`config.mk`:
```
export PLATFORM = sky130hd
export DESIGN_NAME = rf_wr_arbiter
export DESIGN_NICKNAME = d
export VERILOG_FILES = /design/src/rtl/rf_arb_pkg.sv /design/src/rtl/rf_wr_arbiter_rr.sv /design/src/rtl/rf_wr_arbiter.sv
export SDC_FILE = /design/constraint.sdc
export NUM_CORES = 1
export LEC_CHECK = 0
export BUFFER_PORTS_ARGS = -buffer_cell sky130_fd_sc_hd__buf_2
export CORE_ASPECT_RATIO = 0.8
export CORE_MARGIN = 2
export CORE_UTILIZATION = 45
export DETAILED_ROUTE_END_ITERATION = 7
export MAX_ROUTING_LAYER = met4
export PLACE_DENSITY = 0.76
export SYNTH_ARGS = -nofsm -noshare
export SYNTH_HDL_FRONTEND = slang
export SYNTH_SLANG_ARGS = --single-unit
```
`constraint.sdc`:
```
create_clock -name clk -period 3.8 [get_ports clk]
set_input_delay 0.76 -clock clk [delete_from_list [all_inputs] [get_ports clk]]
set_output_delay 0.76 -clock clk [all_outputs]
set_load 0.1 [all_outputs]
```
`src/rtl/rf_arb_pkg.sv`:
```
// Shared types and width helpers for the register-file write-port arbiter.
// Also used by other shared-port arbiters built on rr_arbiter.
package rf_arb_pkg;

    typedef enum logic {
        ARB    = 1'b0,
        LOCKED = 1'b1
    } arb_state_e;

    function automatic int id_w(input int n);
        return (n > 1) ? $clog2(n) : 1;
    endfunction

    function automatic int wait_w(input int max_wait);
        return $clog2(max_wait + 1);
    endfunction

endpackage

```
`src/rtl/rf_wr_arbiter_rr.sv`:
```
// Combinational round-robin picker: first set request at or after ptr,
// searching upward with wrap. Returns one-hot grant and its index.
module rr_arbiter #(
    parameter int N   = 4,
    parameter int IDW = 2
) (
    input  logic [N-1:0]   req,
    input  logic [IDW-1:0] ptr,
    output logic [N-1:0]   gnt,
    output logic [IDW-1:0] gnt_idx,
    output logic           gnt_any
);

    logic [IDW-1:0] idx;

    always_comb begin
        gnt     = '0;
        gnt_idx = '0;
        gnt_any = 1'b0;
        idx     = '0;
        for (int k = 0; k < N; k++) begin
            idx = IDW'((int'(ptr) + k) % N);
            if (!gnt_any && req[idx]) begin
                gnt[idx] = 1'b1;
                gnt_idx  = idx;
                gnt_any  = 1'b1;
            end
        end
    end

endmodule

```
`src/rtl/rf_wr_arbiter.sv`:
```
// Round-robin write-port arbiter with burst lock, idle timeout and
// per-requester starvation flags, feeding a registered RF write stage.
module rf_wr_arbiter
    import rf_arb_pkg::*;
#(
    parameter int NUM_REQ      = 4,
    parameter int DATA_WIDTH   = 32,
    parameter int ADDR_WIDTH   = 5,
    parameter int MAX_WAIT     = 15,
    parameter int LOCK_TIMEOUT = 16,
    parameter int ZERO_RO      = 1
) (
    input  logic                          clk,
    input  logic                          rst,
    input  logic [NUM_REQ-1:0]            req_valid,
    output logic [NUM_REQ-1:0]            req_ready,
    input  logic [NUM_REQ-1:0]            req_lock,
    input  logic [NUM_REQ*ADDR_WIDTH-1:0] req_addr,
    input  logic [NUM_REQ*DATA_WIDTH-1:0] req_data,
    output logic                          rf_wr_en,
    output logic [ADDR_WIDTH-1:0]         rf_wr_addr,
    output logic [DATA_WIDTH-1:0]         rf_wr_data,
    output logic [$clog2(NUM_REQ)-1:0]    grant_id,
    output logic                          locked,
    output logic                          lock_abort,
    output logic [NUM_REQ-1:0]            starve
);

    localparam int ID_W   = id_w(NUM_REQ);
    localparam int WAIT_W = wait_w(MAX_WAIT);
    localparam int IDLE_W = $clog2(LOCK_TIMEOUT + 1);

    arb_state_e             state_q, state_d;
    logic [ID_W-1:0]        ptr_q, ptr_d;
    logic [ID_W-1:0]        owner_q, owner_d;
    logic [IDLE_W-1:0]      idle_q, idle_d;
    logic [WAIT_W-1:0]      wait_q [NUM_REQ];
    logic [WAIT_W-1:0]      wait_d [NUM_REQ];
    logic                   en_q, en_d;
    logic [ADDR_WIDTH-1:0]  addr_q, addr_d;
    logic [DATA_WIDTH-1:0]  data_q, data_d;
    logic [ID_W-1:0]        gid_q, gid_d;
    logic                   abort_q, abort_d;

    logic [NUM_REQ-1:0]     arb_gnt;
    logic [ID_W-1:0]        arb_idx;
    logic                   arb_any;
    logic [NUM_REQ-1:0]     ready;
    logic                   xfer;
    logic [ID_W-1:0]        win;
    logic [ADDR_WIDTH-1:0]  win_addr;

    function automatic logic [ID_W-1:0] inc_id(input logic [ID_W-1:0] id);
        return (id == ID_W'(NUM_REQ - 1)) ? '0 : id + 1'b1;
    endfunction

    rr_arbiter #(
        .N   (NUM_REQ),
        .IDW (ID_W)
    ) u_rr (
        .req     (req_valid),
        .ptr     (ptr_q),
        .gnt     (arb_gnt),
        .gnt_idx (arb_idx),
        .gnt_any (arb_any)
    );

    // Ready must stay low while reset is held, independent of the flops.
    always_comb begin
        ready = '0;
        if (state_q == ARB) begin
            ready = arb_gnt;
        end else begin
            ready[owner_q] = req_valid[owner_q];
        end
        if (rst) begin
            ready = '0;
        end
    end

    assign req_ready = ready;
    assign xfer      = |(req_valid & ready);
    assign win       = (state_q == ARB) ? arb_idx : owner_q;
    assign win_addr  = req_addr[int'(win)*ADDR_WIDTH +: ADDR_WIDTH];

    always_comb begin
        state_d = state_q;
        ptr_d   = ptr_q;
        owner_d = owner_q;
        idle_d  = idle_q;
        abort_d = 1'b0;
        unique case (state_q)
            ARB: begin
                if (xfer && arb_any) begin
                    ptr_d = inc_id(win);
                    if (req_lock[win]) begin
                        state_d = LOCKED;
                        owner_d = win;
                        idle_d  = '0;
                    end
                end
            end
            LOCKED: begin
                if (xfer) begin
                    if (req_lock[owner_q]) begin
                        idle_d = '0;
                    end else begin
                        state_d = ARB;
                        ptr_d   = inc_id(owner_q);
                    end
                end else if (idle_q == IDLE_W'(LOCK_TIMEOUT - 1)) begin
                    state_d = ARB;
                    abort_d = 1'b1;
                    ptr_d   = inc_id(owner_q);
                    idle_d  = '0;
                end else begin
                    idle_d = idle_q + 1'b1;
                end
            end
            default: ;
        endcase
    end

    always_comb begin
        en_d   = 1'b0;
        addr_d = addr_q;
        data_d = data_q;
        gid_d  = gid_q;
        if (xfer) begin
            en_d   = !((ZERO_RO != 0) && (win_addr == '0));
            addr_d = win_addr;
            data_d = req_data[int'(win)*DATA_WIDTH +: DATA_WIDTH];
            gid_d  = win;
        end
    end

    always_comb begin
        for (int i = 0; i < NUM_REQ; i++) begin
            wait_d[i] = '0;
            if (req_valid[i] && !ready[i]) begin
                wait_d[i] = (wait_q[i] == WAIT_W'(MAX_WAIT)) ?
                            wait_q[i] : wait_q[i] + 1'b1;
            end
        end
    end

    always_ff @(posedge clk or posedge rst) begin
        if (rst) begin
            state_q <= ARB;
            ptr_q   <= '0;
            owner_q <= '0;
            idle_q  <= '0;
            en_q    <= 1'b0;
            addr_q  <= '0;
            data_q  <= '0;
            gid_q   <= '0;
            abort_q <= 1'b0;
            for (int i = 0; i < NUM_REQ; i++) begin
                wait_q[i] <= '0;
            end
        end else begin
            state_q <= state_d;
            ptr_q   <= ptr_d;
            owner_q <= owner_d;
            idle_q  <= idle_d;
            en_q    <= en_d;
            addr_q  <= addr_d;
            data_q  <= data_d;
            gid_q   <= gid_d;
            abort_q <= abort_d;
            for (int i = 0; i < NUM_REQ; i++) begin
                wait_q[i] <= wait_d[i];
            end
        end
    end

    always_comb begin
        for (int i = 0; i < NUM_REQ; i++) begin
            starve[i] = (wait_q[i] == WAIT_W'(MAX_WAIT));
        end
    end

    assign rf_wr_en   = en_q;
    assign rf_wr_addr = addr_q;
    assign rf_wr_data = data_q;
    assign grant_id   = gid_q;
    assign locked     = (state_q == LOCKED);
    assign lock_abort = abort_q;

endmodule

```
Word level (Yosys, flattened, before mapping)
Index checks and enable logic that the tools add are counted.
W data, S select, Z words.
{"block": "word_totals", "output_inout_bits": 50, "in_bits": 158, "word_cells": 155, "regBits": 67}
{"block": "classes", "shifts": 2, "magnitude_cmp": 11, "bitwise": 6, "muxes": 70, "n_eq_ne": 16, "n_reduce_logical": 26, "add_sub_neg": 10, "n_mul": 1}
{"cell": "$shiftx A128 B8 Y32", "count": 1}
{"cell": "$mux W4", "count": 14}
{"cell": "$mux W1", "count": 25}
{"cell": "$mux W5", "count": 5}
{"cell": "$mux W2", "count": 11}
{"cell": "$shiftx A20 B6 Y5", "count": 1}
{"cell": "$lt A2 B3 Y1 const B", "count": 6}
{"cell": "$add A4 B1 Y4 const B", "count": 4}
{"cell": "$eq A4 B4 Y1 const B", "count": 4}
{"cell": "$bmux W1 S2", "count": 7}
{"cell": "$logic_and A1 B1 Y1", "count": 13}
{"cell": "$or A4 B4 Y4", "count": 3}
{"cell": "$demux W1 S2", "count": 5}
{"cell": "$ge A2 B1 Y1 const B", "count": 5}
{"cell": "$pmux W5 S2", "count": 1}
{"cell": "$reduce_and A3 Y1", "count": 3}
{"cell": "$and A4 B4 Y4", "count": 2}
{"cell": "$logic_not A1 Y1", "count": 8}
{"cell": "$ne A2 B2 Y1 const B", "count": 4}
{"cell": "$add A2 B1 Y2 const B", "count": 3}
{"cell": "$add A5 B1 Y5 const B", "count": 1}
{"cell": "$eq A5 B4 Y1 const B", "count": 1}
{"cell": "$logic_not A5 Y1", "count": 1}
{"cell": "$mul A2 B3 Y5 const B", "count": 1}
{"cell": "other kinds (10)", "count": 13}

Logic depth before layout (Yosys ltp)
Gate-level depths: netlist (run 1).
{"block": "logic_depth", "word_depth": 19, "depth_mapped": 14, "depth_no_buf": 10}

Hierarchy
From an unflattened synthesis (run 1), not the netlist that was laid out.
{"block": "unflattened", "hier_cells": 348, "hier_area_um2": 4379.2}
{"mod": "rf_wr_arbiter", "cells_per_inst": 303, "area_each_um2": 3960.0, "seq_area_each_um2": 1676.6, "n_inst": 1}
{"mod": "rr_arbiter", "cells_per_inst": 45, "area_each_um2": 419.2, "seq_area_each_um2": 0.0, "n_inst": 1}

Worst setup path before layout (run 1)
Ideal clock, no wire load.
{"block": "synth_path", "path_type": "input to output", "startpoint": "input rst", "endpoint": "output req_ready[0]", "path_buffers": 0, "required_ps": 3040, "path_stages": 3, "slack_ps": -336, "arrival_ps": 3376, "path_cell_list": "inv_1 > and3_1 > a221o_1"}
{"block": "synth_between", "elab_chain_len": 1}
{"element": "start: declaration", "line": "rf_wr_arbiter.sv:14", "rtl": "input logic rst,"}
{"element": "$mux W4", "line": "rf_wr_arbiter.sv:76", "rtl": "if (rst) begin"}
{"element": "end: declaration", "line": "rf_wr_arbiter.sv:16", "rtl": "output logic [NUM_REQ-1:0] req_ready,"}
Every way passes these cells.

Worst setup path after layout (run 1)
{"block": "layout_path", "startpoint": "register ptr_q[1]", "endpoint": "output req_ready[2]"}
{"block": "layout_between", "elab_chain_len": 14, "elab_cells_between_ends": 49, "cone_classes": "add/sub: 3; order compare: 8; mux: 25; bitwise: 3; reduce/logical: 10"}
{"element": "start: declaration", "line": "rf_wr_arbiter.sv:34", "rtl": "logic [ID_W-1:0] ptr_q, ptr_d;"}
{"element": "start signal: assignment", "line": "rf_wr_arbiter.sv:163", "rtl": "ptr_q <= ptr_d;"}
{"element": "branches (longest 11 deep; another with $lt A2 B3 Y1)"}
{"element": "$mux W4 *", "line": "rf_wr_arbiter_rr.sv:23", "rtl": "if (!gnt_any && req[idx]) begin"}
{"element": "$mux W4 *", "line": "rf_wr_arbiter.sv:71", "rtl": "if (state_q == ARB) begin"}
{"element": "$mux W4 *", "line": "rf_wr_arbiter.sv:76"}
Mark *: on every way between the ends. The select of a mux whose other input is x is not followed.

==> flow_metrics.py, run 1 <==
metrics = {
    "run_status": {
        "status": "complete, no violations",
    },
    "timing": {
        "tns_ns": 0,
        "grt_setup_unrepaired": "no",
        "slew_headroom_pct": 43.9,
        "finalHoldViolations": 0,
        "tightest_slew_ns": 0.841,
        "skew_ns": 0.00303,
        "max_freq_mhz": 277,
        "setup_viol": 0,
        "worst_slack_ns": 0.185,
        "period_share_pct": 95.1,
        "layout_min_cycle_time_ns": 3.61,
        "final_max_slew_viol_count": 0,
    },
    "route": {
        "ant_nets": 0,
        "firstDrtPassIters": 5,
        "viasPerCell": 5.64,
        "drc_errors": 0,
        "routed_wirelength_mm": 14.1,
        "vias": 4655,
        "drt_iter0_drc": 423,
        "wl_per_cell_um": 17.1,
    },
    "cells_and_area": {
        "drive_above_1_share_pct": 43.4,
        "synthToLayoutAreaGrowth_pct": 31.2,
        "mostFrequentLayoutCells": "203 x buf_2, 121 x nand2_1, 67 x dfrtp_1",
        "layout.nets": 857,
        "fill_cells": 894,
        "final_common_cell": "buf_2",
        "diodes": 0,
    },
    "die": {
        "start_util_pct": 46.3,
        "num_rows": 33,
        "die_area_sq_um": 11400,
        "die_w_um": 119,
        "ios": 208,
        "core_sq_um": 10300,
        "die_h_um": 96.0,
    },
    "clock_network": {
        "cts.hold.buffers_added": 0,
        "cts_max_level": 3,
        "insertion_delay_ns": 0.33,
        "cts_tree": "yes",
        "numCtsBuffers": 9,
        "cts_root_buffer": "clkbuf_16",
        "clk_pin_slew_ns": 0.05,
        "cts_sinks": 67,
        "cts_buffer_depth": 2,
    },
    "grt": {
        "grt_overflow_total": 0,
        "first_global_vias": 4270,
        "grt_max_degree": 68,
        "globalRouteTotalUtil_pct": 24.6,
        "grt_antenna_before_repair": 0,
        "grt_pass1_wl_mm": 21.2,
    },
    "synth": {
        "synth-edff-count": 0,
        "netlist_instances": 483,
        "synthesis.area_sq_um": 4760,
        "ys.flop_type": "dfrtp_1",
        "syn_area_per_cell_sq_um": 9.85,
        "yosysWarnings": 0,
        "synth_fp_nets": 658,
        "ys_seq_area_share_pct": 35.2,
        "synth_cell_type_count": 56,
        "ys_seq_elements": 67,
        "ys_async_sr_fraction_pct": 100,
    },
    "worst_setup_path": {
        "startpoint_type": "flip-flop",
        "reg2reg_slack_ns": 0.45,
        "reg2reg_from": "ptr_q[1]",
        "rr_endpoint": "rf_wr_data[17]",
        "cp-endpoint": "req_ready[2]",
        "timing.critical_path.to_type": "output port",
        "cp_data_arrival_time_ns": 2.85,
        "startpoint": "ptr_q[1]",
        "cp_max_fo": 9,
        "rr_worst_depth": 11,
        "criticalPathCategory": "reg2out",
        "cp.required_ns": 3.04,
    },
    "min_path": {
        "hold_path.class": "reg2reg",
        "min_from": "rf_wr_data[12]",
    },
    "placed_design": {
        "port_buffers": 207,
        "post-place-ws_ns": 0.313,
        "routabilityCongestion": 0.899,
        "place_hpwl_mm": 10.9,
    },
    "flow_run": {
        "drv_cap": 0,
    },
}
-- final cells by class --
cell class / count / area (sq um) / area share [%]
Timing Repair Buffer: 220 / 1190 / 19.1
Sequential cell: 67 / 1680 / 26.9
Clock inverter: 2 / 12.5 / 0.200
Tap cell: 140 / 175 / 2.81
Clock buffer: 12 / 256 / 4.11
Multi-Input combinational cell: 362 / 2840 / 45.5
Inverter: 22 / 86.3 / 1.38
-- how the worst min path moves through the flow --
stage / end / cells past startpoint
after detailed placement: rf_wr_data[5] / 2
after floorplan: idle_q[0] / 1
after global routing: rf_wr_data[5] / 2
final: rf_wr_data[12] / 2
after CTS: rf_wr_data[16] / 2
after global placement: rf_wr_data[28] / 2
-- kinds of logic (layout without fill, tap and decap cells) --
group,Yosys count,in the layout,share of synthesized area (%)
and+or+nand+nor,213,213,20.3
AOI/OAI and AO/OA,69,69,11.1
DFF,67,67,35.2
muxes,58,58,22.9
buffers and inverters,54,256,5.13
adders and majority gates,17,17,4.47
xor gates and xnor gates,5,5,0.920
-- timing repair --
action                                  4_1_cts  5_1_grt
gates resized for setup                       0        3
endpoints found under the setup margin        0        3
setup buffers                                 0        0
hold endpoints to repair                      0        0
-- critical path: stages, from the launching register on --
cell	delay, ns
dfrtp_1	0.34
inv_1	0.13
ha_2	0.48
or3b_1	0.42
a2bb2oi_1	0.17
a21oi_1	0.40
a221o_1	0.26
clkbuf_4	0.33
-- per-layer routing --
layer  wire [um]  GRT usage, %  vias up  part of all wire, %
met5           0             -        -                    0
li1            -             -     2144                    -
met1        6050          33.0     2276                   43
met3         837          5.27       35                  5.9
met2        6840          37.6      200                   49
met4         353          7.84        0                  2.5
-- flip-flops by register name (all words and copies together), names as in the netlist, 2 cells and up --
register    count
wait_q         16
idle_q          5
rf_wr_data     32
rf_wr_addr      5
grant_id        2
owner_q         2
ptr_q           2
-- through the flow --
step	hold WS [ns]	utilization, %	instances	area, sq um
3_3_place_gp	0.444	58.0	811	5960
5_1_grt	0.473	60.7	825	6240
4_1_cts	0.461	60.6	825	6230
3_5_place_dp	0.450	58.0	811	5960
2_1_floorplan	0.477	-	483	4760
6_report	0.458	60.7	825	6240
-- synth_stat cells (2+ instances only) --
library cell	instances	area share, %
clkbuf_1	7	0.55
o21ai_0	15	1.6
o32ai_1	4	0.74
or4_1	2	0.32
nor3_1	14	1.5
or2_1	2	0.26
xnor2_1	5	0.92
o211ai_1	3	0.47
mux2i_1	10	2.1
or3b_1	2	0.37
mux4_2	39	18
a21oi_1	11	1.2
ha_1	17	4.5
or2_2	5	0.66
nor2b_1	3	0.39
nand2b_1	2	0.26
mux2_4	2	0.63
a22oi_1	4	0.63
nor2_1	25	2.0
a221oi_2	2	0.63
nand3b_1	5	0.79
buf_4	2	0.32
a221o_1	4	0.84
and2_1	3	0.39
nor3b_1	7	1.1
dfrtp_1	67	35
mux2_2	7	1.7
inv_1	22	1.7
nand2_1	121	9.5
and3_1	2	0.26
nand3_1	15	1.6
buf_2	21	2.2
a221oi_1	5	0.92
a31oi_1	6	0.79
Power of run 1 is not shown: default switching activity piles up to over one toggle a cycle in this logic, so the estimate is an artifact.
==> run 2, diff against run 1 <==
--- a/config.mk
+++ b/config.mk
@@ -6,7 +6,6 @@
 export NUM_CORES = 1
 export LEC_CHECK = 0
 export BUFFER_PORTS_ARGS = -buffer_cell sky130_fd_sc_hd__buf_2
-export CORE_ASPECT_RATIO = 0.8
 export CORE_MARGIN = 2
 export CORE_UTILIZATION = 45
 export DETAILED_ROUTE_END_ITERATION = 7
==> constraint.sdc (replaced) <==
create_clock -name clk -period 3.4 [get_ports clk]
set_input_delay 0.68 -clock clk [delete_from_list [all_inputs] [get_ports clk]]
set_output_delay 0.68 -clock clk [all_outputs]
set_load 0.1 [all_outputs]
==> flow_metrics.py, run 2 (same netlist as run 1, synthesis figures left out) <==
metrics = {
    "timing": {
        "setup_viol": 0,
        "period_share_pct": 95.9,
        "layout_min_cycle_time_ns": 3.26,
        "finalHoldViolations": 0,
        "slew_headroom_pct": 43.8,
        "final_max_slew_viol_count": 0,
        "skew_ns": 0.00856,
        "whs_ns": 0.462,
        "grt_setup_unrepaired": "no",
        "max_freq_mhz": 307,
        "tns_ns": 0,
        "tightest_slew_ns": 0.843,
    },
    "grt": {
        "globalRouteTotalUtil_pct": 25.7,
        "grt_pass1_wl_mm": 22.5,
        "grt_antenna_before_repair": 1,
        "grt_overflow_total": 0,
        "first_global_vias": 4622,
        "grt_max_degree": 68,
    },
    "route": {
        "drc_errors": 0,
        "viasPerCell": 5.59,
        "drt_iter0_drc": 335,
        "wl_per_cell_um": 17.1,
        "ant_nets": 0,
        "firstDrtPassIters": 5,
        "routed_wirelength_mm": 14.1,
        "vias": 4625,
    },
    "worst_setup_path": {
        "timing.critical_path.to_type": "output port",
        "startpoint": "ptr_q[1]",
        "reg2reg_slack_ns": 0.27,
        "rr_worst_depth": 11,
        "cp.required_ns": 2.72,
        "startpoint_type": "flip-flop",
        "critPathMaxStageDelay_ns": 0.44,
        "criticalPathCategory": "reg2out",
        "rr_endpoint": "rf_wr_data[1]",
        "cp_slowest_cell": "ha_2",
        "reg2reg_from": "ptr_q[1]",
        "cp_max_fo": 9,
        "crit_chain": "inv_1 > ha_2 > mux4_2 > nand3b_1 > a221oi_1 > a221o_2 > buf_12",
        "cp_data_arrival_time_ns": 2.58,
    },
    "min_path": {
        "min_path_cells": 2,
        "hold_path.class": "reg2reg",
        "holdPathEnd": "rf_wr_data[30]",
        "min_from": "rf_wr_data[30]",
    },
    "cells_and_area": {
        "largest_register_ffs": 32,
        "instances_no_fill": 828,
        "final_common_cell": "buf_2",
        "layout.nets": 861,
        "mostFrequentLayoutCells": "203 x buf_2, 121 x nand2_1, 67 x dfrtp_1",
        "synthToLayoutAreaGrowth_pct": 32.2,
        "drive_above_1_share_pct": 45.0,
        "fill_cells": 878,
        "fin_util_pct": 61.2,
    },
    "die": {
        "die_w_um": 107,
        "die_area_sq_um": 11400,
        "core_sq_um": 10300,
        "num_rows": 37,
        "die_h_um": 107,
        "ios": 208,
        "start_util_pct": 46.3,
    },
    "clock_network": {
        "cts_sinks": 67,
        "insertion_delay_ns": 0.34,
        "numCtsBuffers": 9,
        "cts_buffer_depth": 2,
        "cts_root_buffer": "clkbuf_8",
        "cts_tree": "yes",
        "cts_max_level": 3,
        "clk_pin_slew_ns": 0.07,
    },
    "placed_design": {
        "placedCellCount": 811,
        "port_buffers": 207,
        "place_hpwl_mm": 11.3,
        "routabilityCongestion": 0.860,
    },
    "flow_run": {
        "drv_cap": 0,
    },
    "run_status": {
        "status": "complete, no violations",
    },
}
-- run 2: cell types whose count changed in the layout (fill, tap and decap cells not counted), sizes merged --
cell | before | now
diode | 0 | 1
clkinvlp | 2 | 3
buf | 218 | 224
clkbuf | 14 | 10
bufinv | 0 | 3
-- run 2: worst max-delay path, delay by kind of cell, from the launching register on --
kind	cells	cell delay, ns
AO/OA/AOI/OAI	2	0.60
buffers and inverters	2	0.24
AND/OR/NAND/NOR	1	0.20
flip-flops	1	0.34
multiplexers	1	0.42
adder cells (fa/ha/maj)	1	0.44
-- run 2: worst max path at each step --
stage                   endpoint  slack, ns  cells after the start
finish              req_ready[1]       0.14                      7
global route        req_ready[1]      0.009                      7
CTS                 req_ready[3]       0.01                      7
detailed placement   grant_id[0]       0.16                     10
global placement     grant_id[0]       0.19                     10
floorplan           req_ready[0]       0.04                      3
-- run 2: final cells by class --
cell class / count / area (sq um) / share of cell area, %
Inverter: 22 / 86.3 / 1.37
Tap cell: 136 / 170 / 2.70
Multi-Input combinational cell: 362 / 2870 / 45.6
Timing Repair Buffer: 224 / 1250 / 19.8
Clock buffer: 10 / 128 / 2.03
Clock inverter: 6 / 114 / 1.81
Antenna cell: 1 / 2.50 / 0.0398
Sequential cell: 67 / 1680 / 26.6
-- run 2: repair_timing --
action                     in CTS  in global routing
buffers inserted                0                  0
hold buffers                    0                  0
setup endpoints to repair       0                  6
resized for setup               0                  4
-- run 2: metrics by stage --
stage / instance area, sq um / setup WS (ns)
global placement: 6030 / 0.193
CTS: 6270 / 0.0120
detailed placement: 6030 / 0.157
global route: 6290 / 0.00923
floorplan: 4770 / 0.0387
finish: 6290 / 0.139
-- run 2: metal layers --
metal	GRT usage, %	vias up	wire, um
met4	6.96	0	121
met3	5.84	10	930
met5	-	-	0
li1	-	2151	-
met2	41.6	206	7360
met1	32.9	2258	5720
Power of run 2 is left out for the same reason.
